===== config.mk =====
export PLATFORM = sky130hd
export DESIGN_NAME = des_round_f_serial
export DESIGN_NICKNAME = d
export VERILOG_FILES = /design/src/rtl/des_round_f_serial.sv
export SDC_FILE = /design/constraint.sdc
export NUM_CORES = 1
export LEC_CHECK = 0
export BUFFER_PORTS_ARGS = -buffer_cell sky130_fd_sc_hd__buf_4
export CAP_MARGIN = 20
export CORE_ASPECT_RATIO = 0.8
export CORE_MARGIN = 2
export CORE_UTILIZATION = 41
export DETAILED_ROUTE_END_ITERATION = 6
export PLACE_DENSITY_LB_ADDON = 0.12
export SYNTH_ARGS = -nofsm -noshare
export SYNTH_HDL_FRONTEND = slang
export SYNTH_SLANG_ARGS = --single-unit

===== constraint.sdc =====
create_clock -name clk -period 5 [get_ports clk]
set_clock_uncertainty 0.2 [all_clocks]
set_input_delay 0.25 -clock clk [delete_from_list [all_inputs] [get_ports clk]]
set_output_delay 0.25 -clock clk [all_outputs]
set_load 0.1 [all_outputs]

===== src/rtl/des_round_f_serial.sv =====
// Serial DES round function f(R,K): E-expansion and key XOR, eight S-box lookups
// through one shared S-box over eight cycles, then the P permutation.

module des_sbox (
  input  logic [5:0] s_in,
  input  logic [2:0] box_num,
  output logic [3:0] s_out
);
  // 32 rows of 16 nibbles, S1 row 0 first; entry (box,row,col) is nibble box*64+row*16+col from the MSB
  localparam logic [2047:0] SBOX_TBL = {
    64'hE4D12FB83A6C5907, 64'h0F74E2D1A6CB9538, 64'h41E8D62BFC973A50, 64'hFC8249175BE3A06D,
    64'hF18E6B34972DC05A, 64'h3D47F28EC01A69B5, 64'h0E7BA4D158C6932F, 64'hD8A13F42B67C05E9,
    64'hA09E63F51DC7B428, 64'hD709346A285ECBF1, 64'hD6498F30B12C5AE7, 64'h1AD069874FE3B52C,
    64'h7DE3069A1285BC4F, 64'hD8B56F03472C1AE9, 64'hA690CB7DF13E5284, 64'h3F06A1D8945BC72E,
    64'h2C417AB6853FD0E9, 64'hEB2C47D150FA3986, 64'h421BAD78F9C5630E, 64'hB8C71E2D6F09A453,
    64'hC1AF92680D34E75B, 64'hAF427C9561DE0B38, 64'h9EF528C3704A1DB6, 64'h432C95FABE17608D,
    64'h4B2EF08D3C975A61, 64'hD0B7491AE35C2F86, 64'h14BDC37EAF680592, 64'h6BD814A7950FE23C,
    64'hD2846FB1A93E50C7, 64'h1FD8A374C56B0E92, 64'h7B419CE206ADF358, 64'h21E74A8DFC90356B
  };

  logic [8:0]  addr;
  logic [10:0] bit_hi;

  // row is the outer bit pair of the chunk, column the middle four
  assign addr   = {box_num, s_in[5], s_in[0], s_in[4:1]};
  assign bit_hi = 11'd2047 - {addr, 2'b00};
  assign s_out  = SBOX_TBL[bit_hi -: 4];
endmodule

module des_round_f_serial (
  input  logic        clk,
  input  logic        rst_n,
  input  logic        in_valid,
  output logic        in_ready,
  input  logic [31:0] r_in,
  input  logic [47:0] subkey,
  output logic        out_valid,
  input  logic        out_ready,
  output logic [31:0] f_out,
  output logic        busy,
  output logic [1:0]  dbg_state
);
  // Handshake: a transfer happens on a rising edge where valid && ready; a producer
  // holds valid and data stable until that edge, ready never depends on valid.

  typedef enum logic [1:0] {
    IDLE = 2'd0,
    SUB  = 2'd1,
    DONE = 2'd2
  } state_t;

  state_t      state, state_nxt;
  logic [2:0]  cnt;
  logic [47:0] x_reg;
  logic [31:0] cat_reg;
  logic [33:0] r_wrap;
  logic [47:0] e_val;
  logic [5:0]  s_in;
  logic [3:0]  s_out;

  // DES bit 32 ahead of bit 1 and bit 1 after bit 32, so each E chunk is a contiguous slice
  assign r_wrap = {r_in[0], r_in, r_in[31]};

  always_comb begin
    e_val = '0;
    for (int i = 0; i < 8; i++) begin
      e_val[47-6*i -: 6] = r_wrap[33-4*i -: 6];
    end
  end

  always_comb begin
    s_in = '0;
    for (int i = 0; i < 8; i++) begin
      if (cnt == 3'(i)) s_in = x_reg[47-6*i -: 6];
    end
  end

  des_sbox u_sbox (
    .s_in    (s_in),
    .box_num (cnt),
    .s_out   (s_out)
  );

  always_ff @(posedge clk or negedge rst_n) begin
    if (!rst_n) state <= IDLE;
    else        state <= state_nxt;
  end

  always_comb begin
    state_nxt = IDLE;
    case (state)
      IDLE:    state_nxt = (in_valid) ? SUB : IDLE;
      SUB:     state_nxt = (cnt == 3'd7) ? DONE : SUB;
      DONE:    state_nxt = (out_ready) ? IDLE : DONE;
      default: state_nxt = IDLE;
    endcase
  end

  always_comb begin
    in_ready  = (state == IDLE);
    out_valid = (state == DONE);
    busy      = (state == SUB) || (state == DONE);
    dbg_state = state;
  end

  always_ff @(posedge clk or negedge rst_n) begin
    if (!rst_n) begin
      cnt     <= '0;
      x_reg   <= '0;
      cat_reg <= '0;
    end else if (state == IDLE) begin
      if (in_valid) begin
        x_reg   <= e_val ^ subkey;
        cnt     <= '0;
        cat_reg <= '0;
      end
    end else if (state == SUB) begin
      for (int i = 0; i < 8; i++) begin
        if (cnt == 3'(i)) cat_reg[31-4*i -: 4] <= s_out;
      end
      cnt <= cnt + 3'd1;
    end
  end

  // P permutation; cat_reg is frozen outside SUB so f_out holds through backpressure
  assign f_out = {cat_reg[16], cat_reg[25], cat_reg[12], cat_reg[11],
                  cat_reg[3],  cat_reg[20], cat_reg[4],  cat_reg[15],
                  cat_reg[31], cat_reg[17], cat_reg[9],  cat_reg[6],
                  cat_reg[27], cat_reg[14], cat_reg[1],  cat_reg[22],
                  cat_reg[30], cat_reg[24], cat_reg[8],  cat_reg[18],
                  cat_reg[0],  cat_reg[5],  cat_reg[29], cat_reg[23],
                  cat_reg[13], cat_reg[19], cat_reg[2],  cat_reg[26],
                  cat_reg[10], cat_reg[21], cat_reg[28], cat_reg[7]};
endmodule


==> reports/qor.yml <==
cells_and_area:
  num-fill-cells: 1617
  final_nets: 1258
  stdcell_count: 1392
  syn_to_final_growth_pct: 32.4
  largest_reg_flops: 48
  final_common_cell: "buf_4"
  drive_above_1_share_pct: 25.8
  layout_common_cells: "227 x buf_4, 99 x nand2_1, 91 x o21ai_0"
synthesis:
  synthSimpleGateAreaFrac_pct: 19.5
  synth-seq-area-share_pct: 28.4
  synth_area_um2: 7490
  synth_edf_count: 0
  synth_top_family_by_area: "compound AO/OA/AOI/OAI gates"
  ys_dominant_reg_cell: "dfrtp_1"
  async_reset_ff_share_pct: 100
  synthMuxAreaShare_pct: 2.36
  synth_cells: 965
  synth_seq_cells: 85
  syn_nets: 1067
  synth_cell_types: 78
  synth-xor-area-share_pct: 5.97
  synth_fa_ha_area_share_pct: 3.01
  ys_warn_count: 0
  synth_compound_area_share_pct: 34.4
  synth.avg_cell_area_um2: 7.76
sta:
  post-route-min-period_ps: 4960
  hold_ws_ps: -3.22
  setup_tns_ps: 0
  slew_violations: 0
  rsz0062_at_grt: "no"
  setup_slack_ps: 38.8
  worst-slew-pin-transition_ps: 1000
  slew_headroom_pct: 32.9
  period_share_pct: 99.2
  clock.fmax_mhz: 202
  finalSetupViolations: 0
  hold_viol_final: 2
die:
  start_util_pct: 41.6
  io_pins: 121
  rows: 44
  coreArea_um2: 18000
  die_w_um: 155
  fp.dieArea_um2: 19400
  die_h_um: 125
place:
  place_ws_ps: -29.9
  dpl.cell_count: 1343
  dpl.hpwl_um: 28600
  portBuffers: 120
  gp_congestion: 1.03
worst_setup_path:
  cp_data_required_time_ps: 5050
  reg2reg_slack_ps: 40
  path_class: "flop to flop"
  worstPathMaxFanout: 12
  crit_start: "cnt[0]"
  cp-start-kind: "flop"
  r2r_start: "cnt[0]"
  cp.arrival_ps: 5010
  endpoint_kind: "flop"
  r2r_cells: 16
  crit_end: "cat_reg[13]"
  r2r-end: "cat_reg[13]"
clock_tree:
  insertion_delay_ps: 350
  clock_sinks: 85
  cts_root_buffer: "clkbuf_16"
  htreeDepth: 3
  cts_inserted_buffers: 9
  clk_path_buf_depth: 2
  clkTransAtPathRegs_ps: 70
  cts_setup_buffers: 0
  cts_tree: "built"
run_status:
  violations: "negative hold slack"
  status: "finished with violations"
worst_hold_path:
  hold_depth: 3
  hold_class: "input port to flop"
global_routing:
  grt_pass1_wl_um: 56800
  grt_max_degree: 82
  antenna_found_initial: 3
  grt_pass1_vias: 8960
  grt_use_total_pct: 38.9
  overflow: 0
drt:
  antenna_left: 0
  first_iter_violations: 1684
  drtPass1Iterations: 5
  drc_errors: 0
  vias: 9369
  avgRoutedWirePerCell_um: 27.6
  vias_per_cell: 6.73
  routed_wl_um: 38400
run:
  cap_viol_max_count: 0
## cells by family after synthesis
kind of cell	count (synthesis)
AO/OA/AOI/OAI	380
AND/OR/NAND/NOR	304
buffers and inverters	112
flip-flops	85
XOR/XNOR	51
adder cells (fa/ha/maj)	18
multiplexers	15
## how the worst min path moves through the flow
stage / startpoint / end / slack, ps
5_1_grt: subkey[35] / x_reg[35] / 5
6_report: r_in[16] / x_reg[23] / -3
3_5_place_dp: rst_n / x_reg[43] / -60
2_1_floorplan: rst_n / cat_reg[0] / -250
3_3_place_gp: rst_n / x_reg[41] / -70
4_1_cts: r_in[11] / x_reg[18] / 0.1
## synthesized netlist by cell type, types with 4 or more instances
master / count / area [um2]
nand2_1: 101 / 379
o21ai_0: 92 / 460
dfrtp_1: 85 / 2130
a21oi_1: 67 / 335
nor2_1: 60 / 225
nand3_1: 54 / 270
clkbuf_1: 43 / 161
xnor2_1: 43 / 377
o211ai_1: 39 / 293
buf_2: 32 / 160
inv_1: 26 / 97.6
a211oi_1: 25 / 188
nor3_1: 23 / 115
ha_1: 18 / 225
a31oi_1: 15 / 93.8
a221oi_1: 11 / 96.3
mux2_2: 11 / 124
o21ai_1: 11 / 55.1
o221ai_1: 11 / 96.3
a311oi_1: 10 / 87.6
nor2b_1: 9 / 56.3
o31ai_1: 9 / 67.6
nand2b_1: 8 / 50.1
o311ai_0: 8 / 70.1
or3_1: 8 / 50.1
xor2_1: 8 / 70.1
a31o_2: 7 / 61.3
nand3b_1: 7 / 52.6
o211a_1: 6 / 60.1
o21a_1: 6 / 45.0
o32ai_1: 6 / 52.6
a21o_1: 5 / 37.5
and3_1: 5 / 31.3
buf_1: 5 / 18.8
nand4_1: 5 / 31.3
o2111ai_1: 5 / 43.8
o22ai_1: 5 / 31.3
a2111oi_0: 4 / 35.0
and2_1: 4 / 25.0
and4_1: 4 / 35.0
## repair_timing
item	4_1_cts	5_1_grt
hold endpoints to repair	39	2
hold buffers	30	2
gates cloned	0	0
endpoints found under the setup margin	10	27
gates resized for setup	3	17
## cell type report
class                      count  area [um2]  share of cell area, %
multi-input combinational    768        4960                   50.1
sequential                    85        2130                   21.5
timing repair buffer         264        2120                   21.4
tap                          230         288                   2.90
clock buffer                   9         225                   2.27
inverter                      28         105                   1.06
clock inverter                 7        80.1                  0.808
antenna                        1        2.50                 0.0252
## metrics by stage
stage / utilization, % / area [um2]
after global placement: 51.2 / 9220
after floorplan: - / 7490
after CTS: 54.6 / 9830
after global routing: 55.1 / 9910
after detailed placement: 51.2 / 9220
final: 55.1 / 9910
## metal layers
layer	share of wire, %	vias up	global-route usage [%]
met5	0.29	-	3.44
met2	41	750	54.1
met1	41	4465	53.8
li1	-	4021	-
met4	3.7	6	11.9
met3	15	127	16.8
## critical path, stage by stage (launching register included)
cell,delay (ps)
dfrtp_1,440
inv_1,210
ha_2,390
nand2b_1,210
o21ai_0,110
a311oi_1,460
nor2_2,140
ha_1,410
nand3_1,360
buf_4,230
nor2_1,80
a211oi_1,460
o2bb2ai_1,220
o21ai_1,430
buf_4,210
a211oi_1,70
a31o_2,230
Power is left out: the tool's default activity adds up to more than one toggle a clock period on the data nets, which glitch-free logic cannot reach.
